File: src/rtl/mem_port_arbiter.sv
// Shares one 24b/16b memory port between fetch and data stage; data has priority (ARB_STARVE_GUARD_EN adds fetch starvation guard).
// Latency: grant at the first edge, WAIT_STATES+1 strobe cycles, then a one-cycle ack; one access per WAIT_STATES+3 cycles.
// Backpressure: requesters hold their request until ack; losers wait for the next IDLE cycle.
module mem_port_arbiter #(
  parameter int WAIT_STATES  = 1,
  parameter int STARVE_LIMIT = 3
) (
  input  logic        clk,
  input  logic        rst_n,
  input  logic        if_re,
  input  logic [23:0] if_addr,
  output logic [15:0] if_data,
  output logic        if_ack,
  input  logic        ds_re,
  input  logic        ds_we,
  input  logic [23:0] ds_addr,
  input  logic [15:0] ds_wdata,
  output logic [15:0] ds_rdata,
  output logic        ds_ack,
  output logic        mem_re,
  output logic        mem_we,
  output logic [23:0] mem_addr,
  output logic [15:0] mem_wdata,
  input  logic [15:0] mem_rdata
);

  typedef enum logic [1:0] {IDLE, ACCESS, ACK} state_t;

  typedef struct packed {
    logic        own_ds;
    logic        we;
    logic [23:0] addr;
    logic [15:0] wdata;
  } grant_t;

  if (WAIT_STATES < 0 || WAIT_STATES > 15) begin : g_bad_wait_states
    $error("mem_port_arbiter: WAIT_STATES must be 0..15");
  end
  if (STARVE_LIMIT < 1 || STARVE_LIMIT > 15) begin : g_bad_starve_limit
    $error("mem_port_arbiter: STARVE_LIMIT must be 1..15");
  end

  state_t     state, state_nxt;
  grant_t     grant_q, grant_d;
  logic [3:0] wait_cnt;
  logic       ds_req;
  logic       take_if;
  logic       do_grant;
  logic       last_beat;

  assign ds_req    = ds_re | ds_we;
  assign do_grant  = (state == IDLE) && (ds_req || if_re);
  assign last_beat = (state == ACCESS) && (wait_cnt == 4'd0);

`ifdef ARB_STARVE_GUARD_EN
  logic [3:0] starve_cnt;

  // Fetch is forced once data has won STARVE_LIMIT grants in a row over a pending fetch.
  assign take_if = if_re && (!ds_req || (starve_cnt == 4'(STARVE_LIMIT)));

  always_ff @(posedge clk) begin
    if (!rst_n) begin
      starve_cnt <= 4'd0;
    end else if (do_grant) begin
      if (!take_if && if_re) starve_cnt <= starve_cnt + 4'd1;
      else                   starve_cnt <= 4'd0;
    end
  end
`else
  assign take_if = if_re && !ds_req;
`endif

  always_comb begin
    grant_d        = '0;
    grant_d.own_ds = !take_if;
    grant_d.we     = !take_if && ds_we;
    grant_d.addr   = take_if ? if_addr : ds_addr;
    grant_d.wdata  = ds_wdata;
  end

  always_ff @(posedge clk) begin
    if (!rst_n) state <= IDLE;
    else        state <= state_nxt;
  end

  always_comb begin
    state_nxt = state;
    case (state)
      IDLE:    if (ds_req || if_re) state_nxt = ACCESS;
      ACCESS:  if (wait_cnt == 4'd0) state_nxt = ACK;
      ACK:     state_nxt = IDLE;
      default: state_nxt = IDLE;
    endcase
  end

  always_comb begin
    mem_re = 1'b0;
    mem_we = 1'b0;
    if_ack = 1'b0;
    ds_ack = 1'b0;
    case (state)
      ACCESS: begin
        mem_re = !grant_q.we;
        mem_we = grant_q.we;
      end
      ACK: begin
        if_ack = !grant_q.own_ds;
        ds_ack = grant_q.own_ds;
      end
      default: ;
    endcase
  end

  always_ff @(posedge clk) begin
    if (!rst_n) begin
      grant_q  <= '0;
      wait_cnt <= 4'd0;
      if_data  <= 16'd0;
      ds_rdata <= 16'd0;
    end else begin
      if (do_grant) begin
        grant_q  <= grant_d;
        wait_cnt <= 4'(WAIT_STATES);
      end else if ((state == ACCESS) && (wait_cnt != 4'd0)) begin
        wait_cnt <= wait_cnt - 4'd1;
      end
      // Read data lands only on the final access edge and only for reads.
      if (last_beat && !grant_q.we) begin
        if (grant_q.own_ds) ds_rdata <= mem_rdata;
        else                if_data  <= mem_rdata;
      end
    end
  end

  assign mem_addr  = grant_q.addr;
  assign mem_wdata = grant_q.wdata;

endmodule

File: config.mk
export PLATFORM = sky130hd
export DESIGN_NAME = mem_port_arbiter
export DESIGN_NICKNAME = d
export VERILOG_FILES = /design/src/rtl/mem_port_arbiter.sv
export SDC_FILE = /design/constraint.sdc
export NUM_CORES = 1
export LEC_CHECK = 0
export BUFFER_PORTS_ARGS = -buffer_cell sky130_fd_sc_hd__buf_2
export CAP_MARGIN = 40
export CORE_MARGIN = 4
export CORE_UTILIZATION = 40
export DETAILED_ROUTE_END_ITERATION = 10
export PLACE_DENSITY = 0.7
export SETUP_SLACK_MARGIN = 0.02
export SLEW_MARGIN = 10
export SYNTH_ARGS = -nofsm -noshare
export SYNTH_HDL_FRONTEND = slang
export SYNTH_SLANG_ARGS = --single-unit
File: constraint.sdc
create_clock -name clk -period 1.85 [get_ports clk]
set_input_delay 0.37 -clock clk [delete_from_list [all_inputs] [get_ports clk]]
set_output_delay 0.37 -clock clk [all_outputs]
set_load 0.1 [all_outputs]
==> run summary <==
Max Fanout on Critical Path = 12
DP HPWL = 6030 microns
Pwr Total = 5.08 mW
Placed cell area = 4050 sq um
Yosys top cell area share = 0.469
Gpl congestion = 0.766
Clock root buffer = clkbuf_8
Compound-Gate Fraction of Synth Area = 0.139
Status = complete, no violations
GR Overflow Total = 0
Worst-path cell chain = and2b_4 -> nor2b_4 -> buf_12
First-pass DRT Iterations = 4
Fin Hold WS = 222 ps
P_sw = 2.26 mW
Min-delay src = ds_wdata[12]
Initial Utilization = 0.414
Sink Count = 80
Gr usage total = 0.165
Post-synth EDFFs = 0
Critical Path End Type = output pin
Largest cells by area after synthesis = dfxtp_1 (47%), mux2i_1 (9.4%), buf_4 (9.2%), a221o_1 (7.0%), nand2_1 (5.4%)
Number of remaining DRC errors = 0
TNS Setup = 0 ps
RSZ-0062 raised after global routing = false
Skew final = 12.4 ps
Leading area contributor after synthesis = dfxtp_1
Switching share of power = 0.446
Wire per inst = 14.8 microns
Minimum clock period = 1730 ps
R2r startpoint = state[1]$_SDFFE_PN0P_
Share of power burned in registers = 0.390
Worst path max stage delay = 390 ps
Diode count = 0
Largest family of logic cells by synthesized area = simple AND/OR/NAND/NOR gates
Top FF cell, synth = dfxtp_1
Critical Path Source Type = register
Largest net degree at the start of global routing = 54
Antenna Nets Post-Route = 0
Synth Area in Adders = 0.00366
Clk Latency, worst-skew pair = 360 ps
Sequential area share after synthesis = 0.469
Worst-path clk slew = 90 ps
CP Data Arrival Time = 1360 ps
Vias in the first global route = 2786
Final setup viols = 0
Core Footprint = 8260 sq um
Post-Syn Nets = 420
Area grow syn2layout = 24.2%
Cells after Synth = 334
Ys Warns = 0
FFs w/ async S/R, synth = 0
Total Wirelength = 8280 microns
Die height = 100 microns
CP top delay family = simple AND/OR/NAND/NOR gates
Internal power = 2.82 mW
Post-Synth Simple-Gate Area = 0.157
Worst path buffer plus inverter count = 1
Antenna violations before repair = 0
First-pass GRT wire length = 13400 microns
Chip width = 100 microns
TritonCTS Buffers = 9
Port bufs = 160
CTS H-tree depth = 3
Hold WC Path Type = input port to register
# Max-Cap Violations = 0
Leak = 2.30 nW
Worst r2r dst = ds_rdata[4]$_SDFFE_PN0P_
TritonCTS clock tree = yes
Clock buffer depth = 2
Post-synthesis xor/xnor area fraction = 0
Most common cell after layout, fill and taps aside = buf_2
Syn avg cell area = 10.2 sq um
Upper clock frequency limit = 0.579 GHz
CP Data Required Time = 1480 ps
Highest-delay cell along the critical path = dfxtp_2
Peak VDD IR = 0.000532 V
Unique masters post-synth = 37
Fin crit share = 0.933
Via/cell ratio = 4.98
Commonest cells after routing, fill and taps aside = buf_2 (156), dfxtp_1 (79), nand2_1 (49)
CP startpoint = state[1]$_SDFFE_PN0P_
Layout net count = 534
Rel. slew slack = 0.547
Clock share of power = 0.240
Synthesized area = 3420 sq um
Row count = 33
Post-synthesis mux area share = 0.0938
Crit path kind = register to output pin
Slew of the pin with the lowest slew margin = 680 ps
#FFs+latches synth = 80
Layout cells sized above 1 = 0.426
Die area = 10100 sq um
Initial drt markers = 50
Routed via count = 2777
Hold Violations, Final = 0
P per Cell Area = 1200 nW/um^2
Worst-case hold path end point = mem_wdata[12]$_SDFFE_PN0P_
Hold path depth = 2
R2r setup slk = 290 ps
Max-slew violations = 0
R2R depth = 4
I/O pin count = 161
Power share of the combinational group = 0.370
Final non-filler cell area = 4240 sq um
[state kept, by name, summed over array words and instances (netlist names)]
name	cells
ds_rdata	16
mem_addr	24
state	2
grant_q	2
mem_wdata	16
if_data	16
wait_cnt	4
[Yosys cell counts, types with 2 or more instances]
cell       n
nor3b_1    2
a311oi_1   2
dfxtp_1   80
nor3_2     2
nand4b_1   3
nor2b_1    2
inv_1      4
nor2_1     3
buf_6      6
buf_4     42
buf_2      7
a221o_1   24
mux2i_1   32
a21oi_1    3
clkbuf_1  10
or3b_1     2
a22o_1    16
and3_1    26
nand2_1   49
o31ai_1    2
[power groups by stage]
stage / Sequential, mW / Combinational, mW / Clock, mW
floorplan: 2.30 / 1.40 / 0
global placement: 2.01 / 1.86 / 0
detailed placement: 2.02 / 1.89 / 0
CTS: 1.98 / 1.90 / 1.27
global route: 2.01 / 1.96 / 1.35
finish: 1.98 / 1.88 / 1.22
[cells by family (layout without fill, tap and decap cells)]
logic type / Yosys count / count (layout)
simple gates: 99 / 99
flops: 80 / 80
buf+inv: 69 / 188
compound gates: 53 / 53
mux: 32 / 32
fa+ha+maj: 1 / 1
[final cells by class]
type / instances / area [sq um]
clock inverter: 7 / 61.3
multi-input combinational: 185 / 1370
clock buffer: 9 / 124
fill: 787 / 4020
timing repair buffer: 168 / 941
inverter: 4 / 15.0
sequential: 80 / 1600
tap: 105 / 131
[through the flow]
step	util	instances	worst slack, ps
final	0.514	558	124
after global routing	0.514	558	39.9
after CTS	0.515	559	6.36
after floorplan	-	334	68.3
after detailed placement	0.491	542	114
after global placement	0.488	540	78.8
[worst register-to-register path, delay by kind of cell, from the launching register on]
family | cells | cell delay (ps)
and+or+nand+nor | 2 | 660
DFF | 1 | 390
muxes | 1 | 230
buffers and inverters | 1 | 170
[timing repair]
action,in CTS,in global routing
gates resized for setup,3,1
hold buffers,0,0
setup buffers,1,0
gates cloned,0,0
setup endpoints to repair,2,2
[how the worst max path moves through the flow]
stage / to / depth (start not counted) / slack [ps]
final: mem_re / 3 / 120
after global routing: mem_re / 3 / 40
after CTS: mem_re / 4 / 6
after detailed placement: ds_rdata[15]$_SDFFE_PN0P_ / 4 / 110
after global placement: mem_addr[16]$_SDFFE_PN0P_ / 4 / 80
after floorplan: mem_we / 3 / 70
[layer usage]
metal	global-route usage	wire, microns	up-vias
met4	0.0663	133	0
met3	0.0563	699	12
met2	0.283	4210	100
li1	-	-	1386
met1	0.188	3250	1279
met5	0	0	-
Power figures use the tool's default switching activity.
